**src/rtl/add_mon_pkg.sv**
```systemverilog
// rtl/add_mon_pkg.sv - shared types, limits and helpers for the add result monitor
package add_mon_pkg;

  typedef enum logic [1:0] {
    IDLE,
    RUN,
    FAULT
  } mon_state_t;

  localparam int MAX_LATENCY = 4;

  // Increment that holds at the all-ones value of a counter `width` bits wide (width <= 32).
  function automatic logic [31:0] sat_inc(input logic [31:0] value, input int width);
    logic [31:0] limit;
    limit = (width >= 32) ? 32'hFFFF_FFFF : ((32'd1 << width) - 32'd1);
    return (value >= limit) ? value : value + 32'd1;
  endfunction

endpackage

```
**src/rtl/add_mon_dly.sv**
```systemverilog
// rtl/add_mon_dly.sv - {valid, a, b, expected-sum} delay line; only the valid bits are reset
module add_mon_dly #(
  parameter int WIDTH = 32,
  parameter int DEPTH = 1
) (
  input  logic             clk,
  input  logic             rst_n,
  input  logic             en,
  input  logic [WIDTH-1:0] a,
  input  logic [WIDTH-1:0] b,
  output logic [DEPTH-1:0] valid,
  output logic [WIDTH-1:0] tail_a,
  output logic [WIDTH-1:0] tail_b,
  output logic [WIDTH-1:0] tail_exp
);

  logic [WIDTH-1:0] a_q   [DEPTH];
  logic [WIDTH-1:0] b_q   [DEPTH];
  logic [WIDTH-1:0] exp_q [DEPTH];

  // Truncating the concatenation keeps the form legal when DEPTH is 1.
  always_ff @(posedge clk or negedge rst_n) begin
    if (!rst_n) begin
      valid <= '0;
    end else begin
      valid <= DEPTH'({valid, en});
    end
  end

  always_ff @(posedge clk) begin
    a_q[0]   <= a;
    b_q[0]   <= b;
    exp_q[0] <= a + b;
    for (int i = 1; i < DEPTH; i++) begin
      a_q[i]   <= a_q[i-1];
      b_q[i]   <= b_q[i-1];
      exp_q[i] <= exp_q[i-1];
    end
  end

  assign tail_a   = a_q[DEPTH-1];
  assign tail_b   = b_q[DEPTH-1];
  assign tail_exp = exp_q[DEPTH-1];

endmodule

```
**src/rtl/add_monitor.sv**
```systemverilog
// rtl/add_monitor.sv - checks a registered adder's result against a delayed a+b prediction
module add_monitor
  import add_mon_pkg::*;
#(
  parameter int WIDTH   = 32,
  parameter int LATENCY = 1,
  parameter int CNT_W   = 16
) (
  input  logic             clk,
  input  logic             rst_n,
  input  logic             en,
  input  logic [WIDTH-1:0] a,
  input  logic [WIDTH-1:0] b,
  input  logic [WIDTH-1:0] out,
  input  logic             clear,
  output logic [CNT_W-1:0] match_cnt,
  output logic [CNT_W-1:0] mismatch_cnt,
  output logic             error,
  output logic [WIDTH-1:0] err_a,
  output logic [WIDTH-1:0] err_b,
  output logic [WIDTH-1:0] err_exp,
  output logic [WIDTH-1:0] err_got,
  output logic             busy
);

  // Out-of-range latencies are clamped to the supported 1..MAX_LATENCY window.
  localparam int DEPTH = (LATENCY < 1) ? 1 : ((LATENCY > MAX_LATENCY) ? MAX_LATENCY : LATENCY);

  mon_state_t       state;
  mon_state_t       state_next;
  logic [DEPTH-1:0] valid;
  logic [DEPTH-1:0] remain;
  logic [WIDTH-1:0] tail_a;
  logic [WIDTH-1:0] tail_b;
  logic [WIDTH-1:0] tail_exp;
  logic             line_next;
  logic             compare;
  logic             hit;
  logic             miss;

  add_mon_dly #(
    .WIDTH(WIDTH),
    .DEPTH(DEPTH)
  ) u_dly (
    .clk     (clk),
    .rst_n   (rst_n),
    .en      (en),
    .a       (a),
    .b       (b),
    .valid   (valid),
    .tail_a  (tail_a),
    .tail_b  (tail_b),
    .tail_exp(tail_exp)
  );

  // Entries still in the line after this edge: everything but the tail, plus a new sample.
  assign remain    = valid << 1;
  assign line_next = en | (|remain);

  assign compare = valid[DEPTH-1] & ~clear;
  assign hit     = compare & (out == tail_exp);
  assign miss    = compare & (out != tail_exp);

  always_ff @(posedge clk or negedge rst_n) begin
    if (!rst_n) begin
      state <= IDLE;
    end else begin
      state <= state_next;
    end
  end

  always_comb begin
    state_next = state;
    case (state)
      IDLE:    if (en) state_next = RUN;
      RUN: begin
        if (miss)            state_next = FAULT;
        else if (!line_next) state_next = IDLE;
      end
      FAULT:   if (clear) state_next = line_next ? RUN : IDLE;
      default: state_next = IDLE;
    endcase
  end

  always_ff @(posedge clk or negedge rst_n) begin
    if (!rst_n) begin
      match_cnt    <= '0;
      mismatch_cnt <= '0;
      err_a        <= '0;
      err_b        <= '0;
      err_exp      <= '0;
      err_got      <= '0;
    end else if (clear) begin
      match_cnt    <= '0;
      mismatch_cnt <= '0;
      err_a        <= '0;
      err_b        <= '0;
      err_exp      <= '0;
      err_got      <= '0;
    end else begin
      if (hit)  match_cnt    <= CNT_W'(sat_inc(32'(match_cnt), CNT_W));
      if (miss) mismatch_cnt <= CNT_W'(sat_inc(32'(mismatch_cnt), CNT_W));
      // Capture only the mismatch that takes us into FAULT; later ones just count.
      if (miss && state == RUN) begin
        err_a   <= tail_a;
        err_b   <= tail_b;
        err_exp <= tail_exp;
        err_got <= out;
      end
    end
  end

  assign error = (state == FAULT);
  assign busy  = |valid;

endmodule

```
**config.mk**
```make
export PLATFORM = sky130hd
export DESIGN_NAME = add_monitor
export DESIGN_NICKNAME = d
export VERILOG_FILES = /design/src/rtl/add_mon_pkg.sv /design/src/rtl/add_mon_dly.sv /design/src/rtl/add_monitor.sv
export SDC_FILE = /design/constraint.sdc
export NUM_CORES = 1
export LEC_CHECK = 0
export BUFFER_PORTS_ARGS = -buffer_cell sky130_fd_sc_hd__buf_2
export CAP_MARGIN = 20
export CORE_MARGIN = 5
export CORE_UTILIZATION = 60
export CTS_BUF_LIST = sky130_fd_sc_hd__clkbuf_4
export CTS_CLUSTER_DIAMETER = 50
export DETAILED_ROUTE_END_ITERATION = 10
export HOLD_SLACK_MARGIN = 0.12
export PLACE_DENSITY = 0.88
export SLEW_MARGIN = 20
export SYNTH_ARGS = -nofsm -noshare
export SYNTH_HDL_FRONTEND = slang
export SYNTH_SLANG_ARGS = --single-unit
```
**constraint.sdc**
```tcl
create_clock -name clk -period 3.7 [get_ports clk]
set_input_delay 0.37 -clock clk [delete_from_list [all_inputs] [get_ports clk]]
set_output_delay 0.37 -clock clk [all_outputs]
set_load 0.005 [all_outputs]
```
Word level (Yosys, flattened, before mapping)

Memories as Yosys holds them, arrays and structs flattened.
Index checks and enable logic that the tools add are counted.

Register bits after elaboration: 163
Memory bits (writable): 96
Input bits: 100
Output and inout bits: 162
Logic and storage cells: 57
Memories kept: 3

Memory list:

| name        | depth | width | read ports | clocked after memory_dff | wr ports | RTL line          | RTL |
|---|---|---|---|---|---|---|---|
| u_dly.a_q   | 1     | 32    | 1          | 0                        | 1        | add_mon_dly.sv:17 | `logic [WIDTH-1:0] a_q [DEPTH];` |
| u_dly.b_q   | 1     | 32    | 1          | 0                        | 1        | add_mon_dly.sv:18 | `logic [WIDTH-1:0] b_q [DEPTH];` |
| u_dly.exp_q | 1     | 32    | 1          | 0                        | 1        | add_mon_dly.sv:19 | `logic [WIDTH-1:0] exp_q [DEPTH];` |

$add $sub $neg: 3
Order comparisons: 2
Equal/unequal tests: 9
Muxes and demuxes: 20
Bitwise operators: 4
Reductions and logical operators: 8

Operators by type and width:

| kind                    | number |
|---|---|
| $mux W32                | 8 |
| $mux W16                | 6 |
| $add A16 B1 Y16 const B | 2 |
| $add A32 B32 Y32        | 1 |
| $eq A32 B32 Y1          | 1 |
| $ge A16 B16 Y1 const B  | 2 |
| $ne A32 B32 Y1          | 1 |
| $mux W2                 | 4 |
| $ne A2 B2 Y1 const B    | 4 |
| $pmux W2 S3             | 1 |
| $reduce_bool A2 Y1      | 3 |
| $reduce_and A2 Y1       | 2 |
| $and A1 B1 Y1           | 3 |
| $ne A3 B3 Y1 const B    | 1 |
| $reduce_and A3 Y1       | 1 |
| $eq A2 B1 Y1 const B    | 1 |
| $eq A2 B2 Y1 const B    | 1 |
| $logic_not A2 Y1        | 1 |
| $logic_and A1 B1 Y1     | 1 |
| $mux W1                 | 1 |
| $not A1 Y1              | 1 |

Longest topological paths before layout

Depth in word-level cells: 6
Depth in mapped cells: 11
Mapped depth without buffers: 9

Cells and area by module

A second synthesis with hierarchy kept.

Cell total of the unflattened synthesis: 1,145
Area total of the unflattened synthesis: 11,035.6 sq um

Modules (own cells, without submodules):

| module      | instances | cells an instance | area each (sq um) | seq. area each (sq um) |
|---|---|---|---|---|
| add_monitor | 1         | 808               | 7,340.8           | 4,053.9 |
| add_mon_dly | 1         | 337               | 3,694.8           | 1,946.9 |

Worst setup path after synthesis

OpenSTA, ideal clock, no wires.

Path kind: input-to-reg
From: input port a[0]
To: memory u_dly.exp_q[0][12]
Library setup time: 0.131 ns
Arrival time: 2.333 ns
Data required time: 3.569 ns
Setup slack: 1.236 ns
Stages: 9
Buffers on the path: 0
Cells stage by stage: ha_1 -> fa_1 -> a211o_1 -> o211ai_1 -> a21oi_1 -> a21o_1 -> a21o_1 -> a2111oi_0 -> nor3_1

Longest elaborated chain between the ends: 1

RTL lines:

| what               | RTL line          | RTL |
|---|---|---|
| start: declaration | add_monitor.sv:12 | `input logic [WIDTH-1:0] a,` |
| $add A32 B32 Y32   | add_mon_dly.sv:33 | `exp_q[0] <= a + b;` |
| end: declaration   | add_mon_dly.sv:19 |  |

Every way passes these cells.

Final worst setup path

From: input port a[0]
To: memory u_dly.exp_q[0][28]

Same word-level chain as after synthesis.

==> results_dict.tcl <==
set metrics [dict create \
    fin_crit_ns 2.94 \
    postCtsSetupRepairBufs 0 \
    ant_nets 0 \
    dp.cells 1538 \
    synthArstFlopShare_pct 62.9 \
    row_count 48 \
    nets 1615 \
    hold_slack_ns 0.214 \
    arrival_ns 3.51 \
    die_w_um 143 \
    maxSlewHeadroom_pct 24.7 \
    cts_buffer_depth 3 \
    yosys_most_used_dff "dfrtp_1" \
    h-tree-depth 3 \
    synthDistinctLibCells 59 \
    grt_usage_pct 33.3 \
    start_util_pct 61.4 \
    clock_sinks 259 \
    syn_area_um2 10700 \
    ys_ff_latch 259 \
    antenna_found_initial 1 \
    rsz0062_at_grt "no" \
    cts_root_buf "clkbuf_4" \
    postSynthCellCount 1099 \
    critPathMaxStageDelay_ns 0.55 \
    dp_hpwl_um 20700 \
    remaining_drc_errors 0 \
    cts_tree "yes" \
    synth_warnings 0 \
    timing.final.crit_share_pct 79.5 \
    grt_start_max_net_pins 126 \
    wl_um 34100 \
    vias_per_cell 5.62 \
    top_level_ports 262 \
    fmax_mhz 340 \
    power_leakage_nw 6.90 \
    worst-path-max-fanout 4 \
    cts_buffers 68 \
    coreArea_um2 17400 \
    drv_cap 0 \
    finalHoldViolCount 0 \
    synth_edf_count 0 \
    tightest_slew_ns 1.13 \
    path_class "primary input to flip-flop" \
    worstPathCellList "dlygate4sd3_1, buf_2, ha_1, fa_1, a211o_1, o211ai_1, a211oi_1, nor3_1, o21bai_1, a221oi_1, xnor2_1" \
    synthTopCellsByArea "dfrtp_1 38%, dfxtp_1 18%, nand2_1 9.9%" \
    fin_ws_ns 0.758 \
    layout-drive-gt1-share_pct 26.1 \
    status "finished clean" \
    cp-start-kind "primary input" \
    critPathSlowestCell "dlygate4sd3_1" \
    yosysTopAreaCell "dfrtp_1" \
    firstDrtPassIters 5 \
    finalSetupViolCount 0 \
    dp_slack_ns 0.784 \
    die_y_um 143 \
    post-synth-top-area-fraction_pct 38.2 \
    routedWlPerCell_um 19.4 \
    synth_nets 1233 \
    setup_tns_ns 0 \
    vdd_drop_max_uv 430 \
    cp-end-kind "flip-flop" \
    synth.avg_cell_area_um2 9.72 \
    seq_area_frac_synth_pct 56.1 \
    fin_cells 1760 \
    hold_path_class "primary input to flip-flop" \
    insertion_delay_ns 0.67 \
    maxSlewViolCount 0 \
    io_buffers 261 \
    grt_pass1_wl_um 53400 \
    worstPathRequired_ns 4.26 \
    gr-total-overflow 0 \
    cts-resized-gates 0 \
    place.gp.congestion 0.919 \
    grt_pass1_vias 10100 \
    path_clk_slew_ns 0.08 \
    hold_buffers 98 \
    die_area_um2 20600 \
    drtIter0Drc 665 \
    skew_ns 0.0438 \
    synthToLayoutAreaGrowth_pct 32.5 \
    vias 9898 \
    post-route-util_pct 81.3 \
    cellPowerDensity_nw_per_um2 500 \
]
[cell usage in the layout, fill, tap and decap left out, types with 10 or more instances in the layout]
cell type        n
a21oi_1         30
nand3_1         21
nand4_1         17
nand2_1        283
nor2_1          36
o21ai_0         10
o21ai_1        138
clkbuf_4       109
xnor2_1         55
dfrtp_1        163
buf_2          260
dlygate4sd3_1   98
dfxtp_1         96
a21o_1          15
ha_1            33
xor2_1          25
[layout make-up]
type,count,area (um2)
tap,225,282
clock inverter,13,209
sequential,259,6000
timing repair buffer,368,2390
antenna,2,5.00
multi-input combinational,774,4420
fill,975,3260
inverter,10,40.0
clock buffer,109,818
[through the flow]
| stage | area (um2) | power [mW] |
|---|---|---|
| after detailed placement | 12100 | 4.06 |
| after global placement | 12100 | 4.03 |
| after global routing | 14200 | 7.39 |
| after floorplan | 10700 | 3.65 |
| after CTS | 14200 | 7.04 |
| final | 14200 | 7.09 |
[sequential cells by signal (all words and copies together) (netlist names)]
register      flops
err_a            32
err_b            32
err_exp          32
err_got          32
match_cnt        16
mismatch_cnt     16
state             2
u_dly.a_q        32
u_dly.b_q        32
u_dly.exp_q      32
u_dly.valid       1
[cell usage after synthesis, types with 10 or more instances]
master,instances
a21o_1,15
a21oi_1,30
buf_2,18
clkbuf_1,37
dfrtp_1,163
dfxtp_1,96
ha_1,33
nand2_1,283
nand3_1,21
nand4_1,17
nor2_1,36
o21ai_0,10
o21ai_1,138
xnor2_1,55
xor2_1,25
[path summary, 6_finish.rpt]
path | start | endpoint | slack [ns] | cells past startpoint
min in group asynchronous | rst_n | err_got[5]$_DFFE_PN0P_ | 0.40 | 2
max | a[0] | u_dly.exp_q[0][28]$_DFF_P_ | 0.76 | 11
max in group asynchronous | rst_n | err_a[22]$_DFFE_PN0P_ | 2.32 | 3
min reg2reg | u_dly.b_q[0][12]$_DFF_P_ | err_b[12]$_DFFE_PN0P_ | 0.41 | 2
max reg2reg | u_dly.exp_q[0][0]$_DFF_P_ | match_cnt[13]$_DFFE_PN0P_ | 1.02 | 7
min | clear | match_cnt[8]$_DFFE_PN0P_ | 0.21 | 2
[cell families (layout without fill, tap and decap cells)]
| group | after synthesis | after routing | synth area share (%) |
|---|---|---|---|
| AOI/OAI and AO/OA | 245 | 245 | 13.4 |
| xor gates and xnor gates | 80 | 80 | 6.56 |
| adders and majority gates | 34 | 34 | 4.05 |
| buffers and inverters | 66 | 500 | 2.60 |
| DFF | 259 | 259 | 56.1 |
| muxes | 4 | 4 | 0.386 |
| other | 0 | 2 | 0 |
| and+or+nand+nor | 411 | 411 | 16.9 |
[power breakdown]
part	switching, mW	total, mW	internal, mW	leakage (nW)
clock	1.21	2.96	1.75	0.602
sequential	0.166	3.19	3.02	3.04
combinational	0.520	0.937	0.417	3.26
[per-layer routing]
| metal | track usage (%) | vias up | wire length [um] |
|---|---|---|---|
| met5 | 0 | - | 0 |
| met1 | 41.1 | 4650 | 13100 |
| li1 | - | 4558 | - |
| met4 | 15.4 | 0 | 1600 |
| met2 | 55.4 | 567 | 16500 |
| met3 | 8.12 | 123 | 2810 |
[worst max-delay path, delay by kind of cell]
| family | cells | cell delay, ns |
|---|---|---|
| simple gates | 1 | 0.42 |
| compound gates | 5 | 1.16 |
| buf+inv | 2 | 0.69 |
| fa+ha+maj | 2 | 0.70 |
| xor+xnor | 1 | 0.15 |
No activity file was read; power rests on OpenSTA's default activity.
